==> config.mk <==
export PLATFORM = sky130hd
export DESIGN_NAME = sd_block_responder
export DESIGN_NICKNAME = d
export VERILOG_FILES = /design/src/rtl/sd_block_responder.sv
export SDC_FILE = /design/constraint.sdc
export NUM_CORES = 1
export LEC_CHECK = 0
export BUFFER_PORTS_ARGS = -buffer_cell sky130_fd_sc_hd__buf_2
export CORE_ASPECT_RATIO = 1.75
export CORE_UTILIZATION = 38
export DETAILED_ROUTE_END_ITERATION = 7
export PLACE_DENSITY = 0.61
export SETUP_SLACK_MARGIN = 0.2
export SLEW_MARGIN = 20
export SYNTH_ARGS = -nofsm -noshare
export SYNTH_HDL_FRONTEND = slang
export SYNTH_SLANG_ARGS = --single-unit
==> constraint.sdc <==
create_clock -name clk_sys -period 4.65 [get_ports clk_sys]
set_clock_uncertainty 0.2 [all_clocks]
set_input_delay 0.465 -clock clk_sys [delete_from_list [all_inputs] [get_ports clk_sys]]
set_output_delay 0.465 -clock clk_sys [all_outputs]
set_load 0.01 [all_outputs]
==> src/rtl/sd_block_responder.sv <==
// ---------------------------------------------------------------------------
// sd_block_responder
//
// Host-side responder for a floppy controller's SD block interface. Sector
// requests (sd_rd / sd_wr with sd_lba) are serviced against a byte-wide image
// memory. Each request moves one 512-byte block:
//   - Read:  each byte is fetched from image memory and presented on
//            sd_buff_addr / sd_buff_dout with a one-cycle sd_buff_wr strobe.
//   - Write: sd_buff_addr is presented, sd_buff_din is captured one cycle
//            later, and the byte is written to image memory.
// Blocks that lie outside the mounted image still complete the full
// handshake. Reads of such blocks return 0x00, and writes to them are dropped.
// A mount strobe latches the image size and emits a one-cycle img_mounted
// pulse.
//
// Parameters
//   MEM_AW      image memory byte-address width (image <= 2^MEM_AW bytes)
//   MEM_TIMEOUT cycles to wait for mem_ready before a byte is abandoned
//
// Ports
//   clk_sys, reset_n            clock, synchronous active-low reset
//   mount_strobe, mount_size    new image notification and its byte size
//   img_mounted, img_size       one-cycle mount pulse, registered size
//   sd_lba, sd_rd, sd_wr        block request (level-sensitive)
//   sd_ack                      high while a block transfer is in progress
//   sd_buff_addr/dout/din/wr    byte stream to/from the controller
//   mem_addr/rd/wr/wdata        image memory request (held until mem_ready)
//   mem_rdata, mem_ready        image memory response (one-cycle ready)
//
// Optional feature (macro SDRESP_WP_EN): adds input wp and output wr_blocked.
// When wp is high at request acceptance, a write block runs its full
// handshake but never asserts mem_wr. In that case wr_blocked is set and
// stays set until reset or the next mount_strobe.
// ---------------------------------------------------------------------------
module sd_block_responder #(
   parameter int MEM_AW      = 20,
   parameter int MEM_TIMEOUT = 255
) (
   input  logic              clk_sys,
   input  logic              reset_n,
   input  logic              mount_strobe,
   input  logic [19:0]       mount_size,
   output logic              img_mounted,
   output logic [19:0]       img_size,
   input  logic [31:0]       sd_lba,
   input  logic              sd_rd,
   input  logic              sd_wr,
   output logic              sd_ack,
   output logic [8:0]        sd_buff_addr,
   output logic [7:0]        sd_buff_dout,
   input  logic [7:0]        sd_buff_din,
   output logic              sd_buff_wr,
`ifdef SDRESP_WP_EN
   input  logic              wp,
   output logic              wr_blocked,
`endif
   output logic [MEM_AW-1:0] mem_addr,
   output logic              mem_rd,
   output logic              mem_wr,
   output logic [7:0]        mem_wdata,
   input  logic [7:0]        mem_rdata,
   input  logic              mem_ready
);

   localparam int TW = (MEM_TIMEOUT > 1) ? $clog2(MEM_TIMEOUT) : 1;

   typedef enum logic [2:0] {
      S_IDLE, S_RD_MEM, S_RD_PUT, S_WR_ADDR, S_WR_CAP, S_WR_MEM, S_DONE
   } state_t;

   state_t              r_state;
   logic                r_img_mounted;
   logic [19:0]         r_img_size;
   logic [MEM_AW-10:0]  r_lba;        // only the bits that can address the image
   logic                r_in_range;
   logic                r_ack;
   logic [8:0]          r_idx;        // doubles as sd_buff_addr
   logic [7:0]          r_dout;
   logic                r_buff_wr;
   logic [MEM_AW-1:0]   r_mem_addr;
   logic                r_mem_rd;
   logic                r_mem_wr;
   logic [7:0]          r_mem_wdata;
   logic [TW-1:0]       r_timer;

   logic                w_lba_fits;
   logic                w_in_range;
   logic [MEM_AW-1:0]   w_byte_addr;
   logic                w_last;
   logic                w_timeout;
   logic                w_wr_skip;

   // The range check runs on the full 32-bit LBA in a 42-bit sum, so a huge
   // LBA can never alias into the image through truncation or overflow.
   assign w_lba_fits  = (sd_lba >> (MEM_AW - 9)) == 32'd0;
   assign w_in_range  = w_lba_fits &&
                        (({1'b0, sd_lba, 9'd0} + 42'd512) <= {22'd0, r_img_size});
   // lba*512 has nine zero LSBs, so adding idx is a concatenation.
   assign w_byte_addr = {r_lba, r_idx};
   assign w_last      = (r_idx == 9'd511);
   assign w_timeout   = (r_timer == TW'(MEM_TIMEOUT - 1));

`ifdef SDRESP_WP_EN
   logic r_wp;
   logic r_wr_blocked;
   assign w_wr_skip  = !r_in_range || r_wp;
   assign wr_blocked = r_wr_blocked;
`else
   assign w_wr_skip  = !r_in_range;
`endif

   // NOTE: every register below is assigned with <= so that all of them
   // update together from the values sampled at this edge. A blocking = here
   // would let later statements see half-updated state.
   always_ff @(posedge clk_sys) begin
      if (!reset_n) begin
         r_state       <= S_IDLE;
         r_img_mounted <= 1'b0;
         r_img_size    <= '0;
         r_lba         <= '0;
         r_in_range    <= 1'b0;
         r_ack         <= 1'b0;
         r_idx         <= '0;
         r_dout        <= '0;
         r_buff_wr     <= 1'b0;
         r_mem_addr    <= '0;
         r_mem_rd      <= 1'b0;
         r_mem_wr      <= 1'b0;
         r_mem_wdata   <= '0;
         r_timer       <= '0;
`ifdef SDRESP_WP_EN
         r_wp          <= 1'b0;
         r_wr_blocked  <= 1'b0;
`endif
      end else begin
         r_img_mounted <= mount_strobe;
         if (mount_strobe) r_img_size <= mount_size;
`ifdef SDRESP_WP_EN
         if (mount_strobe) r_wr_blocked <= 1'b0;
`endif
         r_buff_wr <= 1'b0;

         case (r_state)
            S_IDLE: begin
               if (sd_rd || sd_wr) begin
                  r_lba      <= sd_lba[MEM_AW-10:0];
                  r_in_range <= w_in_range;   // frozen for the whole block
                  r_ack      <= 1'b1;
                  r_idx      <= '0;
                  r_state    <= sd_rd ? S_RD_MEM : S_WR_ADDR;
`ifdef SDRESP_WP_EN
                  r_wp       <= wp;
                  if (!sd_rd && wp) r_wr_blocked <= 1'b1;
`endif
               end
            end

            S_RD_MEM: begin
               if (r_in_range && !r_mem_rd) begin
                  r_mem_rd   <= 1'b1;
                  r_mem_addr <= w_byte_addr;
                  r_timer    <= '0;
               end else if (!r_in_range || mem_ready || w_timeout) begin
                  // Out-of-range and abandoned bytes both read as 0x00.
                  r_dout    <= (r_in_range && mem_ready) ? mem_rdata : 8'h00;
                  r_mem_rd  <= 1'b0;
                  r_buff_wr <= 1'b1;
                  r_state   <= S_RD_PUT;
               end else begin
                  r_timer <= r_timer + TW'(1);
               end
            end

            S_RD_PUT: begin
               if (w_last) begin
                  r_ack   <= 1'b0;
                  r_state <= S_DONE;
               end else begin
                  r_idx   <= r_idx + 9'd1;
                  r_state <= S_RD_MEM;
               end
            end

            // sd_buff_addr (= idx) is on the bus during this cycle, and the
            // controller returns the data byte during the next one.
            S_WR_ADDR: r_state <= S_WR_CAP;

            S_WR_CAP: begin
               r_mem_wdata <= sd_buff_din;
               r_state     <= S_WR_MEM;
            end

            S_WR_MEM: begin
               if (!w_wr_skip && !r_mem_wr) begin
                  r_mem_wr   <= 1'b1;
                  r_mem_addr <= w_byte_addr;
                  r_timer    <= '0;
               end else if (w_wr_skip || mem_ready || w_timeout) begin
                  r_mem_wr <= 1'b0;
                  if (w_last) begin
                     r_ack   <= 1'b0;
                     r_state <= S_DONE;
                  end else begin
                     r_idx   <= r_idx + 9'd1;
                     r_state <= S_WR_ADDR;
                  end
               end else begin
                  r_timer <= r_timer + TW'(1);
               end
            end

            // A request still held high must be released before the next
            // one is accepted.
            S_DONE: if (!sd_rd && !sd_wr) r_state <= S_IDLE;

            default: r_state <= S_IDLE;
         endcase
      end
   end

   assign img_mounted  = r_img_mounted;
   assign img_size     = r_img_size;
   assign sd_ack       = r_ack;
   assign sd_buff_addr = r_idx;
   assign sd_buff_dout = r_dout;
   assign sd_buff_wr   = r_buff_wr;
   assign mem_addr     = r_mem_addr;
   assign mem_rd       = r_mem_rd;
   assign mem_wr       = r_mem_wr;
   assign mem_wdata    = r_mem_wdata;

endmodule

## Word-level counts from Yosys, hierarchy flattened

Index checks and enable logic that the tools add are counted.

| operators by class | value |
|---|---|
| order comparisons | 1 |
| bitwise operators | 3 |
| reduce and logical (&&, ||, !) cells | 27 |
| add/sub/neg operators | 3 |
| equal/unequal tests | 16 |
| mux-type cells | 32 |

Operators by type and width:

| operator | number |
|---|---|
| 41-bit by 10-bit adder with 42-bit output, second input constant | 1 |
| 42-bit by 20-bit <= comparator with 1-bit output | 1 |
| 20-bit 2-to-1 mux | 2 |
| 20-bit one-hot mux with 2 select lines | 1 |
| 9-bit 2-to-1 mux | 4 |
| 32-bit logical NOT | 1 |
| 8-bit 2-to-1 mux | 4 |
| 9-bit one-hot mux with 3 select lines | 1 |
| 3-bit 2-to-1 mux | 8 |
| 3-bit one-hot mux with 7 select lines | 1 |
| 2-bit != test, second input constant | 8 |
| 8-bit one-hot mux with 2 select lines | 1 |
| 9-bit by 1-bit adder with 9-bit output, second input constant | 1 |
| 3-bit == test, second input constant | 3 |
| 9-bit == test, second input constant | 1 |
| 8-bit by 1-bit adder with 8-bit output, second input constant | 1 |
| 8-bit == test, second input constant | 1 |
| 1-bit 2-to-1 mux | 8 |
| 3-bit by 2-bit == test with 1-bit output, second input constant | 2 |
| 2-bit AND reduction | 3 |
| 3-bit AND reduction | 2 |
| 6-bit AND reduction | 1 |
| 2-bit nonzero test | 3 |
| 1-bit logical AND | 5 |
| other kinds (10) | 18 |

| storage, ports and cells | value |
|---|---|
| input bits | 74 |
| output and inout bits | 70 |
| bits in registers | 93 |

## Depth between registers and ports, before layout

Gate-level depths: netlist (run 1).

| depth | value |
|---|---|
| depth after elaboration | 6 |
| gate-level depth with buffers | 11 |
| depth with buffers taken out | 11 |

## Worst setup path after synthesis (run 1)

Ideal clock, no wire load.

| path | value |
|---|---|
| path kind | input to register |
| start point | input sd_lba[0] |
| end point | register r_in_range |
| cell stages on the path | 10 |
| path buffers | 0 |
| required time | 4.381 ns |
| path slack | 2.333 ns |
| arrival | 2.048 ns |
| path through | ha_1 -> nand3_1 -> nor2_1 -> xor2_1 -> ha_1 -> and3_1 -> nand3_1 -> nor4_1 -> o221ai_1 -> o21ai_1 |

| between the ends | value |
|---|---|
| word-level cells in the longest chain between the ends | 3 |

Ends and longest elaborated chain:

| element | line | text |
|---|---|---|
| start, declared | 45 | `input logic [31:0] sd_lba,` |
| 41-bit by 10-bit adder with 42-bit output | 97 | `(({1'b0, sd_lba, 9'd0} + 42'd512) <= {22'd0, r_img_size});` |
| 42-bit by 20-bit <= comparator with 1-bit output | 97 |  |
| 1-bit logical AND | 96 | `assign w_in_range = w_lba_fits &&` |
| end signal, assigned | 147 | `r_in_range <= w_in_range;` |
| end, declared | 75 | `logic r_in_range;` |

Every way passes these cells.
A chain may end at the register's enable or synchronous reset.

## Final worst setup path (run 1)

| path | value |
|---|---|
| start point | register r_state[2] |
| end point | register r_timer[1] |

| between the ends | value |
|---|---|
| word-level cells in the longest chain between the ends | 2 |

Ends and longest elaborated chain:

| element | line | text |
|---|---|---|
| start, declared | 71 | `state_t r_state;` |
| start signal, assigned | 150 | `r_state <= sd_rd ? S_RD_MEM : S_WR_ADDR;` |
| 3-bit == test or 3-bit by 1-bit == test with 1-bit output (tied branches) | 143 | `case (r_state)` |
| 8-bit one-hot mux with 2 select lines or 2-bit nonzero test (tied branches) | -- |  |
| end signal, assigned | 170 | `r_timer <= r_timer + TW'(1);` |
| end signal, assigned | 208 | `r_timer <= r_timer + TW'(1);` |
| end, declared | 84 | `logic [TW-1:0] r_timer;` |

Parallel ways exist; a longest one is shown, timed or not.

==> results.cfg, run 1 <==
[routing]
wl_per_cell_um = 13.70
route.detailed.drc = 0
drtIter0Drc = 79
routed_wl_mm = 10.47
num_vias = 3912
final_antenna_net_count = 0
viasPerCell = 5.120
dr.pass1.iters = 4

[synthesis]
synth_most_common_cell = dfxtp_1
synth-async-reset-ratio = 0
synth_area_leader_cell = dfxtp_1
synth_cell_types = 49
synth-seq-cells = 93
synth_compound_gate_area_share = 0.1473
synth_enable_flop_cells = 0
synth_area_um2 = 4358
synth_top_area_share = 0.4272
syn_inst = 496
syn_nets = 586
synthTopCellsByArea = dfxtp_1 43%, nand2_1 6.9%, mux2i_1 6.7%
synth_fa_ha_area_frac = 0.04594
synthMuxAreaShare = 0.06661
yosysSeqAreaShare = 0.4272
yosys-top-cells-count = 93 x dfxtp_1, 80 x nand2_1, 35 x nor2_1
ys_warn_count = 0
yosys.area_share.simple = 0.2380
synth_top_family_by_area = simple AND/OR/NAND/NOR gates
synthXorXnorAreaFrac = 0.03417
synth-main-ff-cell = dfxtp_1
syn_avg_cell_area_um2 = 8.786

[timing]
rsz0062_at_grt = no
layout_min_cycle_time_ps = 2412
drv_slew = 0
hold_viol = 0
setup_violations = 0
fmax_mhz = 414.6
tightest_slew_ps = 837.6
maxSlewHeadroom = 0.4373
finalCritPeriodShare = 0.5187
timing.setup.tns_ps = 0
whs_ps = 135.7
fin_ws_ps = 2238

[floorplanning]
dieHeight_um = 143.7
die_w_um = 82.95
start_util = 0.3903
die-area_um2 = 11920
row_count = 51
core_um2 = 11170
io_pins = 144

[power]
power_per_cell_area_nw_per_um2 = 345.8
p_leak_nw = 2.387
ir_drop_v = 0.0001936

[flow_run]
max_cap_viol_count = 0

[setup_path]
path_class = reg2reg
end_kind = register
startpoint_type = register
r2r_slack_ps = 2240
r2r-start = r_state[2]
required_ps = 4700
ff2ff_path_depth = 5
critPathMaxFanout = 21
cp.arrival_ps = 2460
r2r_end = r_timer[1]

[grt]
grt_pass1_wl_mm = 16.94
grt_overflow = 0
grt_max_degree = 53
grt_use_total = 0.1784
grt_pass1_vias = 3726
antenna_found_initial = 0

[worst_hold_path]
hold_class = in2reg
hp-start = mem_rdata[0]
hold_depth = 2
min_to = sd_buff_dout[0]

[finish]
num_antenna_cells = 0
drive_gt1_frac = 0.2706
area_growth_pct = 25.93
final_cells = 764
final_nets = 718
utilization = 0.4914

[placement]
port-buffer-count = 143
dp.cells = 749
post-place-ws_ps = 2013
dp_hpwl_mm = 7.887
place_congestion = 0.8422

[outcome]
status = complete, no violations

[clocking]
cts.htree.levels = 3
cts_hold_buf = 0
postCtsSetupBuffers = 0
clkSinkCount = 93
clockBufferDepth = 2
post_cts_resized = 0
path_clk_slew_ps = 60
cts_tree = built
root_buffer = clkbuf_16
clock_latency_ps = 340
cts_buffers = 9
==> worst max path at each step <==
| stage | slack [ps] | from | end |
|---|---|---|---|
| final | 2240 | r_state[2] | r_timer[1] |
| after global routing | 1960 | r_state[2] | r_timer[1] |
| after CTS | 2170 | r_state[2] | r_timer[1] |
| after detailed placement | 2010 | sd_lba[0] | r_in_range |
| after global placement | 2050 | sd_lba[0] | r_in_range |
| after floorplan | 2330 | sd_lba[0] | r_in_range |
==> layout by cell type (no fill, tap or decap), types with 16 or more instances in the layout <==
master	instances
nor2b_1	20
buf_2	143
inv_1	17
nand3_1	17
nand2_1	80
mux2i_1	29
dfxtp_1	93
ha_1	16
a21boi_0	29
nor2_1	35
a21oi_1	18
==> per-layer routing <==
layer | part of all wire | global-route usage | vias up
li1 | - | - | 1981
met1 | 0.41 | 0.1941 | 1801
met2 | 0.52 | 0.3266 | 114
met3 | 0.044 | 0.03561 | 16
met4 | 0.026 | 0.08984 | 0
met5 | 0 | 0 | -
==> stage by stage <==
| step | area (um2) | power (mW) |
|---|---|---|
| 6_report | 5488 | 1.898 |
| 5_1_grt | 5488 | 1.981 |
| 4_1_cts | 5488 | 1.920 |
| 3_5_place_dp | 5140 | 1.066 |
| 3_3_place_gp | 5140 | 1.060 |
| 2_1_floorplan | 4358 | 0.9890 |
==> sequential cells by signal, indices dropped and copies added (netlist names) <==
name / count
r_timer: 8
sd_buff_addr: 9
sd_buff_dout: 8
r_in_range: 1
mem_rd: 1
mem_wr: 1
r_lba: 11
mem_addr: 20
sd_ack: 1
mem_wdata: 8
sd_buff_wr: 1
r_state: 3
img_mounted: 1
img_size: 20
==> final cells by class <==
type                            instances  area, um2
Inverter                               17      63.81
Fill cell                            1096       5679
Timing Repair Buffer                  145      730.7
Sequential cell                        93       1862
Clock inverter                          4      95.09
Clock buffer                           11      252.7
Multi-Input combinational cell        362       2318
Tap cell                              132      165.2
==> worst max-delay path, cell delays in order, from the launching register on <==
cell      delay (ps)
dfxtp_1          620
mux2i_1          150
and2_1           210
nand2_1          560
nand2_1          340
a211oi_1         240
==> cell families (layout without fill, tap and decap cells) <==
logic type | count (synthesis) | count (layout)
compound gates | 88 | 88
xor+xnor | 17 | 17
fa+ha+maj | 16 | 16
buf+inv | 41 | 177
flops | 93 | 93
mux | 29 | 29
simple gates | 212 | 212
==> power breakdown <==
part | internal, mW | switching [mW] | total, mW
Combinational | 0.0914 | 0.111 | 0.203
Sequential | 0.822 | 0.0220 | 0.844
Clock | 0.551 | 0.301 | 0.851
(Power assumes the default switching activity.)
==> run 2: changes to the inputs <==
==> constraint.sdc (replaced) <==
create_clock -name clk_sys -period 2.35 [get_ports clk_sys]
set_clock_uncertainty 0.2 [all_clocks]
set_input_delay 0.235 -clock clk_sys [delete_from_list [all_inputs] [get_ports clk_sys]]
set_output_delay 0.235 -clock clk_sys [all_outputs]
set_load 0.01 [all_outputs]
==> results.cfg, run 2 (synthesized netlist as in run 1, its figures left out) <==
[timing]
rsz0062_at_grt = yes
drv_slew = 0
maxSlewHeadroom = 0.6187
setup_violations = 0
fmax_mhz = 471.8
whs_ps = 68.07
finalCritPeriodShare = 0.9020
layout_min_cycle_time_ps = 2120
hold_viol = 0
timing.setup.tns_ps = 0
tightest_slew_ps = 572.0

[routing]
wl_per_cell_um = 13.80
drtIter0Drc = 152
viasPerCell = 5.031
dr.pass1.iters = 4
route.detailed.drc = 0
routed_wl_mm = 11.40
final_antenna_net_count = 0
num_vias = 4156

[finish]
drive_gt1_frac = 0.2997
utilization = 0.5520
final_common_cell = buf_2
num_antenna_cells = 0
area_growth_pct = 41.46
layout_common_cells = 143 x buf_2, 91 x dfxtp_1, 79 x nand2_1
final_nets = 779

[setup_path]
end_kind = register
r2r-start = sd_buff_addr[4]
startpoint_type = register
ff2ff_path_depth = 8
required_ps = 2420
path_class = reg2reg
critPathMaxFanout = 8
cp.arrival_ps = 2190
startpoint = sd_buff_addr[4]

[power]
p_switching_uw = 909.2
seq_power_share = 0.441
sw_frac_of_total = 0.2410
p_leak_nw = 2.664
power_frac_clock = 0.425
p_int_mw = 2.864
total_power_mw = 3.773
power_per_cell_area_nw_per_um2 = 612.0
ir_drop_v = 0.0006371
combPwrFrac = 0.134

[clocking]
root_buffer = clkbuf_16
clkSinkCount = 93
cts.htree.levels = 3
path_clk_slew_ps = 60
clock_latency_ps = 340
clockBufferDepth = 2
cts_tree = built
cts_buffers = 9

[grt]
grt_use_total = 0.1943
antenna_found_initial = 0
grt_pass1_wl_mm = 18.51
grt_overflow = 0
grt_max_degree = 51
grt_pass1_vias = 4105

[floorplanning]
start_util = 0.3903
dieHeight_um = 143.7
die_w_um = 82.95
die-area_um2 = 11920
core_um2 = 11170
io_pins = 144
row_count = 51

[placement]
dp_hpwl_mm = 7.943
port-buffer-count = 143
place_congestion = 0.8580

[flow_run]
max_cap_viol_count = 0

[worst_hold_path]
hold_depth = 6
hold_class = in2reg
hp-start = sd_lba[17]

[outcome]
status = complete, no violations
[run 2: per-layer routing]
metal | part of all wire | vias up | wire [um] | global-route usage
met5 | 0 | - | 0 | 0
met4 | 0.027 | 0 | 303 | 0.09528
met2 | 0.53 | 129 | 6056 | 0.3641
met1 | 0.40 | 1901 | 4542 | 0.2013
met3 | 0.044 | 23 | 497 | 0.04538
li1 | - | 2103 | - | -
[run 2: per-stage QoR]
| step | setup WS, ps | cell area, um2 | cells |
|---|---|---|---|
| floorplan | 210.4 | 4360 | 496 |
| global placement | 2.739 | 5240 | 762 |
| detailed placement | -6.976 | 5240 | 762 |
| CTS | 202.5 | 6071 | 825 |
| global route | 190.2 | 6165 | 826 |
| finish | 230.3 | 6165 | 826 |
[run 2: layout make-up]
cell class | count | area, um2
clock buffer | 11 | 252.7
clock inverter | 5 | 82.58
fill | 1030 | 5002
inverter | 17 | 63.81
multi-input combinational | 363 | 2425
sequential | 93 | 1869
tap | 132 | 165.2
timing repair buffer | 205 | 1306
[run 2: timing repair]
action                                  CTS  global route
pin swaps                                 0            12
endpoints found under the setup margin    7            17
setup buffers                             1             1
hold buffers                             45             0
gates cloned                              1             0
hold endpoints to repair                 45             0
gates resized for setup                   4            19
[run 2: worst max-delay path, stage by stage, from the launching register on]
cell and delay, ps:
dfxtp_4 350, and3_4 180, and3_4 180, and3_4 180
ha_4 160, o21ai_4 90, o311ai_4 180, or3_1 410
a21oi_2 110
[run 2: final timing paths]
path | end | slack (ps)
worst max-delay path | sd_buff_addr[3] | 230
worst min-delay path | r_in_range | 70
worst max register to register | sd_buff_addr[3] | 230
worst min register to register | mem_addr[19] | 250
[run 2: power groups by stage]
stage	Sequential, mW	Combinational [mW]	Clock [mW]
4_1_cts	1.66	0.490	1.66
3_3_place_gp	1.70	0.416	0
3_5_place_dp	1.70	0.424	0
5_1_grt	1.67	0.554	1.72
6_report	1.66	0.504	1.61
2_1_floorplan	1.70	0.253	0
